==> config.mk <==
export PLATFORM = sky130hd
export DESIGN_NAME = mux4_rr
export DESIGN_NICKNAME = d
export VERILOG_FILES = /design/src/rtl/mux4_rr_pkg.sv /design/src/rtl/mux4_rr_arb.sv /design/src/rtl/mux4_rr.sv
export SDC_FILE = /design/constraint.sdc
export NUM_CORES = 1
export LEC_CHECK = 0
export BUFFER_PORTS_ARGS = -buffer_cell sky130_fd_sc_hd__buf_2
export CORE_MARGIN = 2
export CORE_UTILIZATION = 31
export DETAILED_ROUTE_END_ITERATION = 10
export GPL_ROUTABILITY_DRIVEN = 1
export HOLD_SLACK_MARGIN = 0.06
export MAX_ROUTING_LAYER = met4
export PLACE_DENSITY = 0.61
export SKIP_CTS_REPAIR_TIMING = 1
export SYNTH_ARGS = -nofsm -noshare
export SYNTH_HDL_FRONTEND = slang
export SYNTH_SLANG_ARGS = --single-unit
==> constraint.sdc <==
create_clock -name clk -period 2.8 [get_ports clk]
set_clock_uncertainty 0.1 [all_clocks]
set_input_delay 0 -clock clk [delete_from_list [all_inputs] [get_ports clk]]
set_output_delay 0 -clock clk [all_outputs]
set_load 0.02 [all_outputs]
==> src/rtl/mux4_rr_pkg.sv <==
// Shared definitions for the 4-to-1 round-robin collector and its companion 1-to-4 demux.
// Channel index constants live here so that both blocks agree on the sel encoding.
package mux4_rr_pkg;

    localparam int NUM_CH = 4;
    localparam int SEL_W  = 2;

    localparam logic [SEL_W-1:0] CH0 = 2'd0;
    localparam logic [SEL_W-1:0] CH1 = 2'd1;
    localparam logic [SEL_W-1:0] CH2 = 2'd2;
    localparam logic [SEL_W-1:0] CH3 = 2'd3;

    // One-hot vector with bit 'sel' set.
    function automatic logic [NUM_CH-1:0] sel_onehot(input logic [SEL_W-1:0] sel);
        return NUM_CH'(1) << sel;
    endfunction

endpackage

==> src/rtl/mux4_rr_arb.sv <==
// Combinational 4-way round-robin arbiter.
// The search starts at ptr and wraps, so ptr holds the highest priority this cycle.
module rr_arb4
    import mux4_rr_pkg::*;
(
    input  logic [NUM_CH-1:0] req,
    input  logic [SEL_W-1:0]  ptr,
    output logic [NUM_CH-1:0] gnt,
    output logic [SEL_W-1:0]  gnt_idx,
    output logic              any_gnt
);

    logic [SEL_W-1:0] cand;

    // Scan from the lowest priority offset up, so the nearest requester after ptr is the last one kept.
    always_comb begin
        gnt_idx = ptr;
        any_gnt = 1'b0;
        cand    = ptr;
        for (int i = NUM_CH - 1; i >= 0; i--) begin
            cand = ptr + SEL_W'(i);
            if (req[cand]) begin
                gnt_idx = cand;
                any_gnt = 1'b1;
            end
        end
        gnt = any_gnt ? sel_onehot(gnt_idx) : '0;
    end

endmodule

==> src/rtl/mux4_rr.sv <==
// Four-channel to one-channel collector with round-robin arbitration.
// Output is a single register stage; each word carries its source index on out_sel
// so a downstream 1-to-4 demux can route it back.
module mux4_rr
    import mux4_rr_pkg::*;
#(
    parameter int DATA_W = 2
)
(
    input  logic              clk,
    input  logic              rst,
    input  logic [DATA_W-1:0] in0_data,
    input  logic [DATA_W-1:0] in1_data,
    input  logic [DATA_W-1:0] in2_data,
    input  logic [DATA_W-1:0] in3_data,
    input  logic [NUM_CH-1:0] in_valid,
    output logic [NUM_CH-1:0] in_ready,
    output logic [DATA_W-1:0] out_data,
    output logic [SEL_W-1:0]  out_sel,
    output logic              out_valid,
    input  logic              out_ready
);

    logic [SEL_W-1:0]  ptr;
    logic              load;
    logic [NUM_CH-1:0] req;
    logic [NUM_CH-1:0] gnt;
    logic [SEL_W-1:0]  gnt_idx;
    logic              any_gnt;
    logic [DATA_W-1:0] mux_data_p0;

    logic [DATA_W-1:0] data_p1;
    logic [SEL_W-1:0]  sel_p1;
    logic              vld_p1;

    // The output register can take a new word when empty or when its word leaves this cycle.
    assign load = !vld_p1 || out_ready;
    assign req  = load ? in_valid : '0;

    rr_arb4 u_arb (
        .req     (req),
        .ptr     (ptr),
        .gnt     (gnt),
        .gnt_idx (gnt_idx),
        .any_gnt (any_gnt)
    );

    // No channel may transfer while reset is held, even though the arbiter still evaluates.
    assign in_ready = rst ? '0 : gnt;

    // Select the granted channel's word.
    always_comb begin
        mux_data_p0 = in0_data;
        case (gnt_idx)
            CH0:     mux_data_p0 = in0_data;
            CH1:     mux_data_p0 = in1_data;
            CH2:     mux_data_p0 = in2_data;
            CH3:     mux_data_p0 = in3_data;
            default: mux_data_p0 = in0_data;
        endcase
    end

    // Output register and round-robin pointer; ptr advances past the winner only on a grant.
    always_ff @(posedge clk or posedge rst) begin
        if (rst) begin
            vld_p1  <= 1'b0;
            data_p1 <= '0;
            sel_p1  <= '0;
            ptr     <= '0;
        end else if (load) begin
            vld_p1 <= any_gnt;
            if (any_gnt) begin
                data_p1 <= mux_data_p0;
                sel_p1  <= gnt_idx;
                ptr     <= gnt_idx + SEL_W'(1);
            end
        end
    end

    assign out_data  = data_p1;
    assign out_sel   = sel_p1;
    assign out_valid = vld_p1;

endmodule

==> flow_summary.rst, run 1 <==
.. list-table::
   :header-rows: 1

   * - Metric
     - Value
   * - Run status
     - finished, final reports clean
   * - Clock Tree Buf Depth
     - 2
   * - Pins over their slew limit
     - 0
   * - Commonest register cell after synthesis
     - sky130_fd_sc_hd__dfrtp_1
   * - Post-synth cell types
     - 25
   * - Total buffers and inverters traversed by the critical path
     - 0
   * - List of cells traversed by the critical path
     - mux2_2 -> a221o_1 -> a22o_1 -> ha_1 -> a222oi_1 -> nor2_1 -> a21oi_1 -> o21ai_0
   * - Mean cell area of the mapped netlist
     - between 8 and 9 um^2
   * - Global-route wire length before repair
     - ~1.9 mm
   * - Final non-filler cell area
     - 763 um^2
   * - CP max stage delay
     - 470 ps
   * - Yosys top cell by area
     - sky130_fd_sc_hd__dfrtp_1
   * - Worst skew pair latency
     - roughly 250 ps
   * - Library cell with the highest instance count after synthesis
     - sky130_fd_sc_hd__nand2_1
   * - Top Ports
     - 24
   * - Static leakage
     - 0.000378 uW
   * - Post-detail-place hpwl
     - 1.04 mm
   * - Number of synthesized register bits
     - 7
   * - Vias
     - 580
   * - Max-Slew Margin vs Limit
     - approximately three quarters
   * - Routed wire length
     - 1.36 mm
   * - Initial antenna violation count
     - 0
   * - Placement Rows
     - 15
   * - Mapped Cells
     - 69
   * - Dpl cell area
     - a little over 700 um^2
   * - Highest routed layer
     - met3
   * - DR WL met3
     - 76 um
   * - Worst Path Max Fanout
     - 8
   * - Setup TNS Final
     - 0 ps
   * - Number of global-route vias before repair
     - 468
   * - Final-report setup violation count
     - 0
   * - Number of endpoints with negative hold slack in the final report
     - 0
   * - Cell total after placement
     - 114
   * - Die span in x
     - 46.8 um
   * - Max Clock Freq
     - 0.404 GHz
   * - DRT iter0 DRCs
     - 13
   * - Top cells by area in the synthesized netlist
     - sky130_fd_sc_hd__dfrtp_1 (31%), sky130_fd_sc_hd__ha_1 (11%), sky130_fd_sc_hd__nand2_1 (5.9%)
   * - Total of warnings raised by yosys
     - 0
   * - Root Driver
     - sky130_fd_sc_hd__clkbuf_4
   * - Total Die Area
     - ~2200 um^2
   * - Routed length on met2
     - 737 um
   * - Number of maximum-capacitance violations
     - 0
   * - Initial core utilization
     - around a third
   * - Hold slack final
     - 83.3 ps
   * - Average wire per cell in the routed design
     - 11.2 um
   * - Final critical-path required period
     - 2480 ps
   * - Ratio of cells with drive above 1 in the final layout
     - 31.3%
   * - RSZ-0062 raised after global routing
     - no
   * - Proportion of synthesized chip area in sequential cells
     - approximately 30%
   * - Type of the worst setup path
     - reg -> reg
   * - Number of antenna diodes
     - 0
   * - Routability-driven placement congestion ratio
     - 0.820
   * - Number of clock sinks seen by CTS
     - 7
   * - Area added between synthesis and finish
     - 34.4%
   * - Share of synthesized registers carrying an async set or reset
     - 100%
   * - Count of flip-flops with a built-in enable after synthesis
     - 0
   * - H-tree level count
     - 1
   * - Critical path endpoint category
     - register
   * - Top cells by instance count after synthesis
     - sky130_fd_sc_hd__nand2_1 (9), sky130_fd_sc_hd__dfrtp_1 (7), sky130_fd_sc_hd__a21oi_1 (5), sky130_fd_sc_hd__ha_1 (5), sky130_fd_sc_hd__nor2_1 (5)
   * - Number of nets with antenna violations after detailed routing
     - 0
   * - Data required time of the critical path
     - between 2000 and 3000 ps
   * - Post-CTS clock slew at the launch and capture registers of the worst setup and hold paths
     - 50 ps
   * - Worst path slowest cell
     - sky130_fd_sc_hd__dfrtp_1
   * - Final standard cell count with taps included and fillers excluded
     - ~120
   * - Number of nets in the layout
     - ~120
   * - Power density over the cells
     - approximately 760 nW/um^2
   * - WP data arrival
     - ~2500 ps
   * - Number of fill cells
     - 196
   * - Synth top area share
     - 30.8%
   * - Net Count, Synth
     - 89
   * - Mapped cell area
     - 568 um^2
   * - Part of the cycle the worst path needs
     - 88.4%
   * - Worst hold path type
     - in -> reg
   * - DR pass1 iterations
     - 4
   * - Chip height
     - about 47 um
   * - Pin count of the biggest net entering global routing
     - 15
   * - Routed via count divided by cell count
     - about 4.8
   * - Global-route total usage across every layer
     - between 10% and 20%
   * - Top cell family by delay on the critical path
     - compound AO/OA/AOI/OAI gates
   * - Number of CTS-inserted buffers
     - 3
   * - Placeable core region
     - 1730 um^2
   * - CTS tree
     - built
   * - Number of port buffers
     - 23
   * - DRT met1 WL
     - ~550 um
   * - CP startpoint kind
     - register
   * - Total gr overflow
     - 0
   * - DRC violation count after routing
     - 0
   * - Slew @ Worst Pin
     - ~350 ps
   * - Peak supply drop
     - 396 uV
[worst min-delay path: cells and delay by family]
kind | cells | cell delay, ps
compound gates | 3 | 230
buf+inv | 1 | 80
simple gates | 1 | 90
[where the power goes]
group	internal (uW)	total, uW	switching (uW)
Combinational	138	317	179
Sequential	140	176	35.5
Clock	54.3	90.0	35.7
Total	332	583	250
[per-stage QoR]
step	util [%]	total power (uW)	setup WS (ps)
6_report	44.2	583	324
5_1_grt	44.2	638	130
4_1_cts	42.5	585	329
3_5_place_dp	40.9	490	330
3_3_place_gp	40.9	488	420
2_1_floorplan	-	404	387
[sequential cells by signal, summed over array words and instances, names as in the netlist]
register / count
out_sel: 2
ptr: 2
out_data: 2
out_valid: 1
[cell families after synthesis]
family | Yosys count | synth area share (%)
multiplexers | 1 | 1.98
AO/OA/AOI/OAI | 23 | 29.3
buffers and inverters | 8 | 5.28
flip-flops | 7 | 30.8
adder cells (fa/ha/maj) | 5 | 11.0
AND/OR/NAND/NOR | 25 | 21.6
[cells in the final DEF, fill, tap and decap left out, drive strengths merged, types with 3 or more instances in the layout]
master,count
buf,24
nand2,9
dfrtp,7
nor2,5
a21oi,5
ha,5
nand2b,4
inv,4
o21ai,4
and2,4
clkbuf,4
dlygate4sd3,3
[layer usage]
metal	global-route usage, %	vias up
met5	-	-
met4	2.22	0
met3	7.31	0
met2	19.7	14
met1	15.3	268
li1	-	298
[path summary, 6_finish.rpt]
check                                  startpoint                      end  slack [ps]  cells after the start
max                            ptr[0]$_DFFE_PP0P_  out_data[0]$_DFFE_PP0P_         320                      8
min                                   in2_data[1]  out_data[1]$_DFFE_PP0P_          80                      5
max reg2reg                    ptr[0]$_DFFE_PP0P_  out_data[0]$_DFFE_PP0P_         320                      8
min reg2reg                out_sel[0]$_DFFE_PP0P_   out_sel[0]$_DFFE_PP0P_         380                      2
max in group asynchronous                     rst       ptr[0]$_DFFE_PP0P_        2240                      3
min in group asynchronous                     rst  out_data[0]$_DFFE_PP0P_         140                      3
[cell type report]
class | count | area, um^2 | area share [%]
Multi-Input combinational cell | 54 | 363 | 47.5
Sequential cell | 7 | 175 | 23.0
Timing Repair Buffer | 27 | 153 | 20.0
Tap cell | 25 | 31.3 | 4.10
Clock buffer | 4 | 26.3 | 3.44
Inverter | 4 | 15.0 | 1.97
(Power assumes the default switching activity.)
==> inputs of run 2 (changes only) <==
- CORE_AREA: not set -> 2 2 39 41
- CORE_MARGIN: 2 -> not set
- CORE_UTILIZATION: 31 -> not set
- DIE_AREA: not set -> 0 0 41 43
- PLACE_DENSITY: 0.61 -> 0.78
- clock period: 2.8 -> 2.3 ns (I/O delays scaled with it)
==> run 2 against run 1 <==
Against the previous run: total power increased by 41%; wire length rose by 17%; cell count fell by 1.7%; combinational power up 55%; clock power rose by 40%; fmax rose by 9.3%; sequential power increased by 15%; via count up 10%; largest cell class unchanged; largest power group unchanged; highest routed layer is now met4.
==> flow_summary.rst, run 2 (synthesis gave the netlist of run 1 again) <==
.. list-table::
   :header-rows: 1

   * - Metric
     - Value
   * - Global-route total usage across every layer
     - 18.6% (+5.6 points)
   * - Worst skew pair latency
     - 270 ps (+20 ps)
   * - Die span in x
     - 41 um (-12%)
   * - Final-report setup violation count
     - 0 (unchanged)
   * - Worst hold path type
     - in -> reg
   * - Total gr overflow
     - 0 (unchanged)
   * - CP max stage delay
     - 350 ps (-120 ps)
   * - Final standard cell utilization of the core
     - 60.7% (+16 points)
   * - Number of CTS-inserted buffers
     - 3 (unchanged)
   * - Part of the cycle the worst path needs
     - 98.4% (+10 points)
   * - Chip height
     - 43 um (-8.1%)
   * - Worst path slowest cell
     - sky130_fd_sc_hd__dfrtp_1
   * - Number of gates on the worst path with buffers counted
     - 8 (unchanged)
   * - Number of global-route vias before repair
     - 524 (+12%)
   * - Top Ports
     - 24 (unchanged)
   * - Power density over the cells
     - 977 nW/um^2 (+28%)
   * - Final critical-path required period
     - 2260 ps (-212 ps)
   * - Hold Path Cell Cnt
     - 5 (unchanged)
   * - Worst setup slack for register-to-register paths
     - 40 ps (-290 ps)
   * - H-tree level count
     - 1 (unchanged)
   * - Global-route wire length before repair
     - 2.17 mm (+14%)
   * - Initial core utilization
     - 41.0% (+8.2 points)
   * - Number of port buffers
     - 23 (unchanged)
   * - Post-CTS clock slew at the launch and capture registers of the worst setup and hold paths
     - 70 ps (+20 ps)
   * - RSZ-0062 raised after global routing
     - yes
   * - List of cells traversed by the critical path
     - mux2_2 -> a221o_1 -> a22o_1 -> ha_2 -> a222oi_1 -> nor2_1 -> a21oi_1 -> o21ai_1
   * - DRT iter0 DRCs
     - 15 (+2)
   * - Ratio of cells with drive above 1 in the final layout
     - 43.7% (+12 points)
   * - DRC violation count after routing
     - 0 (unchanged)
   * - Number of clock sinks seen by CTS
     - 7 (unchanged)
   * - WP data arrival
     - 2320 ps (-180 ps)
   * - CP startpoint kind
     - register
   * - Static leakage
     - 0.000412 uW (+9.0%)
   * - Peak supply drop
     - 493 uV (+24%)
   * - Total Die Area
     - 1760 um^2 (-20%)
   * - Final non-filler cell area
     - 840 um^2 (+10%)
   * - Dpl cell area
     - 733 um^2 (+3.7%)
   * - Routed wire length
     - 1.59 mm (+17%)
   * - Area added between synthesis and finish
     - 47.8%
   * - Initial antenna violation count
     - 0 (unchanged)
   * - Vias
     - 639 (+10%)
   * - Max Clock Freq
     - 0.442 GHz (+9.3%)
   * - Clock Tree Buf Depth
     - 2 (unchanged)
   * - Average wire per cell in the routed design
     - 13.4 um (+19%)
   * - CTS tree
     - built
   * - Number of nets with antenna violations after detailed routing
     - 0 (unchanged)
   * - Most frequent cells in the layout
     - sky130_fd_sc_hd__buf_2 (23), sky130_fd_sc_hd__nand2_1 (9), sky130_fd_sc_hd__dfrtp_1 (7), sky130_fd_sc_hd__buf_4 (7), sky130_fd_sc_hd__nor2_1 (5)
   * - Most common library cell in the layout ignoring fill and taps
     - sky130_fd_sc_hd__buf_2
   * - Max-Slew Margin vs Limit
     - 76.8% (+0.37 points)
   * - Number of endpoints with negative hold slack in the final report
     - 0 (unchanged)
   * - Number of nets in the layout
     - 124 (+6.0%)
   * - DR pass1 iterations
     - 4 (unchanged)
   * - Critical R2R Capture
     - out_data[0]$_DFFE_PP0P_
   * - Number of cells on the worst reg-to-reg path
     - 8 (unchanged)
   * - Run status
     - finished, final reports clean
   * - Routed via count divided by cell count
     - 5.37 (+12%)
   * - Type of the worst setup path
     - reg -> reg
   * - Worst Path Max Fanout
     - 3 (-5)
   * - Routability-driven placement congestion ratio
     - 0.808 (-1.5%)
   * - Total buffers and inverters traversed by the critical path
     - 0 (unchanged)
   * - Data required time of the critical path
     - 2360 ps (-470 ps)
   * - Slew @ Worst Pin
     - 348 ps (-5.51 ps)
   * - Critical path capture point
     - out_data[0]$_DFFE_PP0P_
   * - Pins over their slew limit
     - 0 (unchanged)
   * - Number of maximum-capacitance violations
     - 0 (unchanged)
   * - Placement Rows
     - 14 (-1)
   * - Root Driver
     - sky130_fd_sc_hd__clkbuf_4
   * - Pin count of the biggest net entering global routing
     - 15 (unchanged)
   * - Top cell family by delay on the critical path
     - compound AO/OA/AOI/OAI gates
   * - Post-detail-place hpwl
     - 1.13 mm (+8.5%)
   * - Critical Path Source
     - ptr[0]$_DFFE_PP0P_
   * - Critical path endpoint category
     - register
   * - Placeable core region
     - 1380 um^2 (-20%)
   * - Reg-to-reg critical path startpoint
     - ptr[0]$_DFFE_PP0P_
   * - Number of antenna diodes
     - 0 (unchanged)
run 2: cell count changes in the layout (fill, tap and decap cells not counted), sizes merged:
| cell | change |
|---|---|
| clkinv | +1 |
| buf | +6 |
| dlygate4sd3 | +1 |
| clkbuf | -1 |
run 2: area by class of cell:
type                       instances  area [um^2]
tap                               16         20.0
inverter                           4         15.0
fill                             116          544
clock buffer                       3         22.5
clock inverter                     1         5.00
sequential                         7          175
multi-input combinational         54          394
timing repair buffer              34          208
run 2: where the power goes:
| part | total [uW] | internal, uW | switching [uW] |
|---|---|---|---|
| registers | 203 | 170 | 33.0 |
| clock network | 126 | 64.4 | 61.6 |
| logic | 491 | 230 | 261 |
run 2: metrics by stage:
step	setup TNS, ps	total power, uW	instances	worst slack (ps)	hold slack, ps
floorplan	0	505	69	12.1	-297
global placement	0	634	110	80.4	-140
detailed placement	0	645	110	24.2	-124
CTS	0	777	114	12.1	-423
global route	-95.3	881	119	-65.6	118
finish	0	820	119	35.7	51.7
run 2: routing by layer:
metal	vias to the layer above	track usage [%]	share of wire, %
met5	-	-	0
li1	314	-	-
met4	0	8.00	0.88
met3	2	4.71	3.8
met2	17	29.7	54
met1	306	21.0	41
run 2: how the worst min path moves through the flow:
| stage | start | end | slack [ps] |
|---|---|---|---|
| finish | in1_data[0] | out_data[0]$_DFFE_PP0P_ | 50 |
| global route | in1_data[0] | out_data[0]$_DFFE_PP0P_ | 120 |
| CTS | rst | ptr[1]$_DFFE_PP0P_ | -420 |
| detailed placement | rst | ptr[1]$_DFFE_PP0P_ | -120 |
| global placement | rst | out_data[0]$_DFFE_PP0P_ | -140 |
| floorplan | rst | out_data[0]$_DFFE_PP0P_ | -300 |
run 2: worst register-to-register path: cells and delay by family (launching register included):
family	cells	cell delay, ps
mux	1	330
flops	1	350
compound gates	5	1110
simple gates	1	80
fa+ha+maj	1	190
==> inputs of run 3 (changes only) <==
- clock period: 2.3 -> 2.9 ns (I/O delays scaled with it)
==> run 3 against run 2 <==
Against the previous run: wire length fell by 11%; utilization fell by 6.3 points; critical path depth did not move; worst setup slack improved by 360 ps; cell count fell by 5.9%; worst hold slack improved by 24 ps; sequential power fell by 15%; die area did not move; global-route usage fell by 1.3 points; clock power fell by 26%; register-to-register slack improved by 360 ps; critical path type unchanged; critical endpoint unchanged.
==> flow_summary.rst, run 3 (synthesis gave the netlist of run 1 again) <==
.. list-table::
   :header-rows: 1

   * - Metric
     - Value
   * - Busiest layer in global routing
     - met2
   * - Vias
     - 601 (-5.9%)
   * - Chip height
     - 43 um (unchanged)
   * - Met1 track demand over resource
     - 17.9% (-3.1 points)
   * - Power density over the cells
     - 769 nW/um^2 (-21%)
   * - Total gr overflow
     - 0 (unchanged)
   * - Post-detail-place hpwl
     - 1.06 mm (-6.0%)
   * - Met3 demand-to-capacity share in global routing
     - 6.81% (+2.1 points)
   * - Part of the cycle the worst path needs
     - 86.2% (-12 points)
   * - Ratio of cells with drive above 1 in the final layout
     - 31.3% (-12 points)
   * - Pin count of the biggest net entering global routing
     - 15 (unchanged)
   * - Reg-to-reg critical path startpoint
     - ptr[0]$_DFFE_PP0P_
   * - CTS tree
     - built
   * - Clock Tree Buf Depth
     - 2 (unchanged)
   * - Number of clock sinks seen by CTS
     - 7 (unchanged)
   * - Placeable core region
     - 1380 um^2 (unchanged)
   * - Area added between synthesis and finish
     - 32.4%
   * - Static leakage
     - 0.000378 uW (-8.3%)
   * - Hold Path Cell Cnt
     - 5 (unchanged)
   * - Peak supply drop
     - 452 uV (-8.1%)
   * - Worst skew pair latency
     - 260 ps (about the same)
   * - Most common library cell in the layout ignoring fill and taps
     - sky130_fd_sc_hd__buf_2
   * - Final critical-path required period
     - 2500 ps (+236 ps)
   * - DR pass1 iterations
     - 4 (unchanged)
   * - Number of nets with antenna violations after detailed routing
     - 0 (unchanged)
   * - Data required time of the critical path
     - 2940 ps (+580 ps)
   * - Critical R2R Capture
     - out_data[0]$_DFFE_PP0P_
   * - Global routing usage on met2
     - 27.5% (-2.2 points)
   * - Initial antenna violation count
     - 0 (unchanged)
   * - Routed wire length
     - 1.42 mm (-11%)
   * - Average wire per cell in the routed design
     - 12.7 um (-5.5%)
   * - RSZ-0062 raised after global routing
     - no
   * - Critical hold path startpoint
     - in2_data[1]
   * - Number of antenna diodes
     - 0 (unchanged)
   * - Final-report setup violation count
     - 0 (unchanged)
   * - Routed via count divided by cell count
     - 5.37 (about the same)
   * - Number of nets in the layout
     - 117 (-5.6%)
   * - H-tree level count
     - 1 (unchanged)
   * - Most frequent cells in the layout
     - sky130_fd_sc_hd__buf_2 (23), sky130_fd_sc_hd__nand2_1 (9), sky130_fd_sc_hd__dfrtp_1 (7)
   * - Routability-driven placement congestion ratio
     - 0.825 (+2.0%)
   * - Top Ports
     - 24 (unchanged)
   * - Slew @ Worst Pin
     - 360 ps (+12.4 ps)
   * - DRT iter0 DRCs
     - 13 (-2)
   * - Number of maximum-capacitance violations
     - 0 (unchanged)
   * - Post-CTS clock slew at the launch and capture registers of the worst setup and hold paths
     - 50 ps (-20 ps)
   * - Power, Total
     - 578 uW (-29%)
   * - Initial core utilization
     - 41.0% (unchanged)
   * - Number of cells on the worst reg-to-reg path
     - 8 (unchanged)
   * - CP startpoint kind
     - register
   * - WP data arrival
     - 2540 ps (+220 ps)
   * - Critical path endpoint category
     - register
   * - Type of the worst setup path
     - reg -> reg
   * - Max Clock Freq
     - 0.400 GHz (-9.4%)
   * - Number of fill cells
     - 130 (+12%)
   * - Run status
     - finished, final reports clean
   * - Worst Path Max Fanout
     - 8 (+5)
   * - Root Driver
     - sky130_fd_sc_hd__clkbuf_4
   * - Worst setup slack for register-to-register paths
     - 400 ps (+360 ps)
   * - Number of CTS-inserted buffers
     - 3 (unchanged)
   * - Max-Slew Margin vs Limit
     - 76.0% (-0.82 points)
   * - Number of endpoints with negative hold slack in the final report
     - 0 (unchanged)
   * - Total Die Area
     - 1760 um^2 (unchanged)
   * - Global-route wire length before repair
     - 2.03 mm (-6.7%)
   * - DRC violation count after routing
     - 0 (unchanged)
   * - Number of global-route vias before repair
     - 493 (-5.9%)
   * - Terminating pin of the worst hold path
     - out_data[1]$_DFFE_PP0P_
   * - Worst hold path type
     - in -> reg
   * - Die span in x
     - 41 um (unchanged)
   * - Pins over their slew limit
     - 0 (unchanged)
   * - Setup TNS Final
     - 0 ps (unchanged)
   * - Placement Rows
     - 14 (unchanged)
   * - Number of port buffers
     - 23 (unchanged)
   * - Global-route total usage across every layer
     - 17.4% (-1.3 points)
==> run 3: cell count changes in the layout (fill, tap and decap cells not counted), sizes merged <==
cell and delta:
clkinv -1, buf -6, dlygate4sd3 -1, clkbuf +1
==> run 3: final cells by class <==
| type | count | area, um^2 | share of cell area (%) |
|---|---|---|---|
| Tap cell | 16 | 20.0 | 2.66 |
| Inverter | 4 | 15.0 | 2.00 |
| Timing Repair Buffer | 27 | 153 | 20.3 |
| Multi-Input combinational cell | 54 | 363 | 48.3 |
| Sequential cell | 7 | 175 | 23.3 |
| Clock buffer | 4 | 26.3 | 3.49 |
==> run 3: stage by stage <==
step / cell area [um^2] / hold WS [ps] / worst slack, ps / utilization (%) / instances
floorplan: 568 / -297 / 487 / - / 69
finish: 752 / 76.1 / 400 / 54.3 / 112
detailed placement: 696 / -149 / 415 / 50.3 / 105
global route: 752 / 136 / 226 / 54.3 / 112
global placement: 696 / -152 / 519 / 50.3 / 105
CTS: 722 / -435 / 412 / 52.2 / 109
==> run 3: how the worst max path moves through the flow <==
stage                       startpoint                       to  slack (ps)
floorplan           ptr[0]$_DFFE_PP0P_  out_data[0]$_DFFE_PP0P_         490
global placement    ptr[0]$_DFFE_PP0P_  out_data[0]$_DFFE_PP0P_         520
detailed placement  ptr[0]$_DFFE_PP0P_  out_data[0]$_DFFE_PP0P_         410
CTS                 ptr[0]$_DFFE_PP0P_  out_data[0]$_DFFE_PP0P_         410
global route        ptr[1]$_DFFE_PP0P_  out_data[1]$_DFFE_PP0P_         230
finish              ptr[0]$_DFFE_PP0P_  out_data[0]$_DFFE_PP0P_         400
==> run 3: worst max-delay path, cell delays in order (launching register included) <==
cell	delay [ps]
sky130_fd_sc_hd__dfrtp_1	460
sky130_fd_sc_hd__mux2_2	360
sky130_fd_sc_hd__a221o_1	400
sky130_fd_sc_hd__a22o_1	230
sky130_fd_sc_hd__ha_1	210
sky130_fd_sc_hd__a222oi_1	320
sky130_fd_sc_hd__nor2_1	70
sky130_fd_sc_hd__a21oi_1	150
sky130_fd_sc_hd__o21ai_0	90
==> run 3: metal layers <==
metal	vias to the layer above	wire [um]
li1	305	-
met1	258	581
met2	33	663
met3	5	143
met4	0	29
met5	-	0
==> run 3: power breakdown <==
part | internal [uW] | switching, uW
sequential | 135 | 37.1
clock | 52.8 | 40.4
combinational | 135 | 178
total | 323 | 255
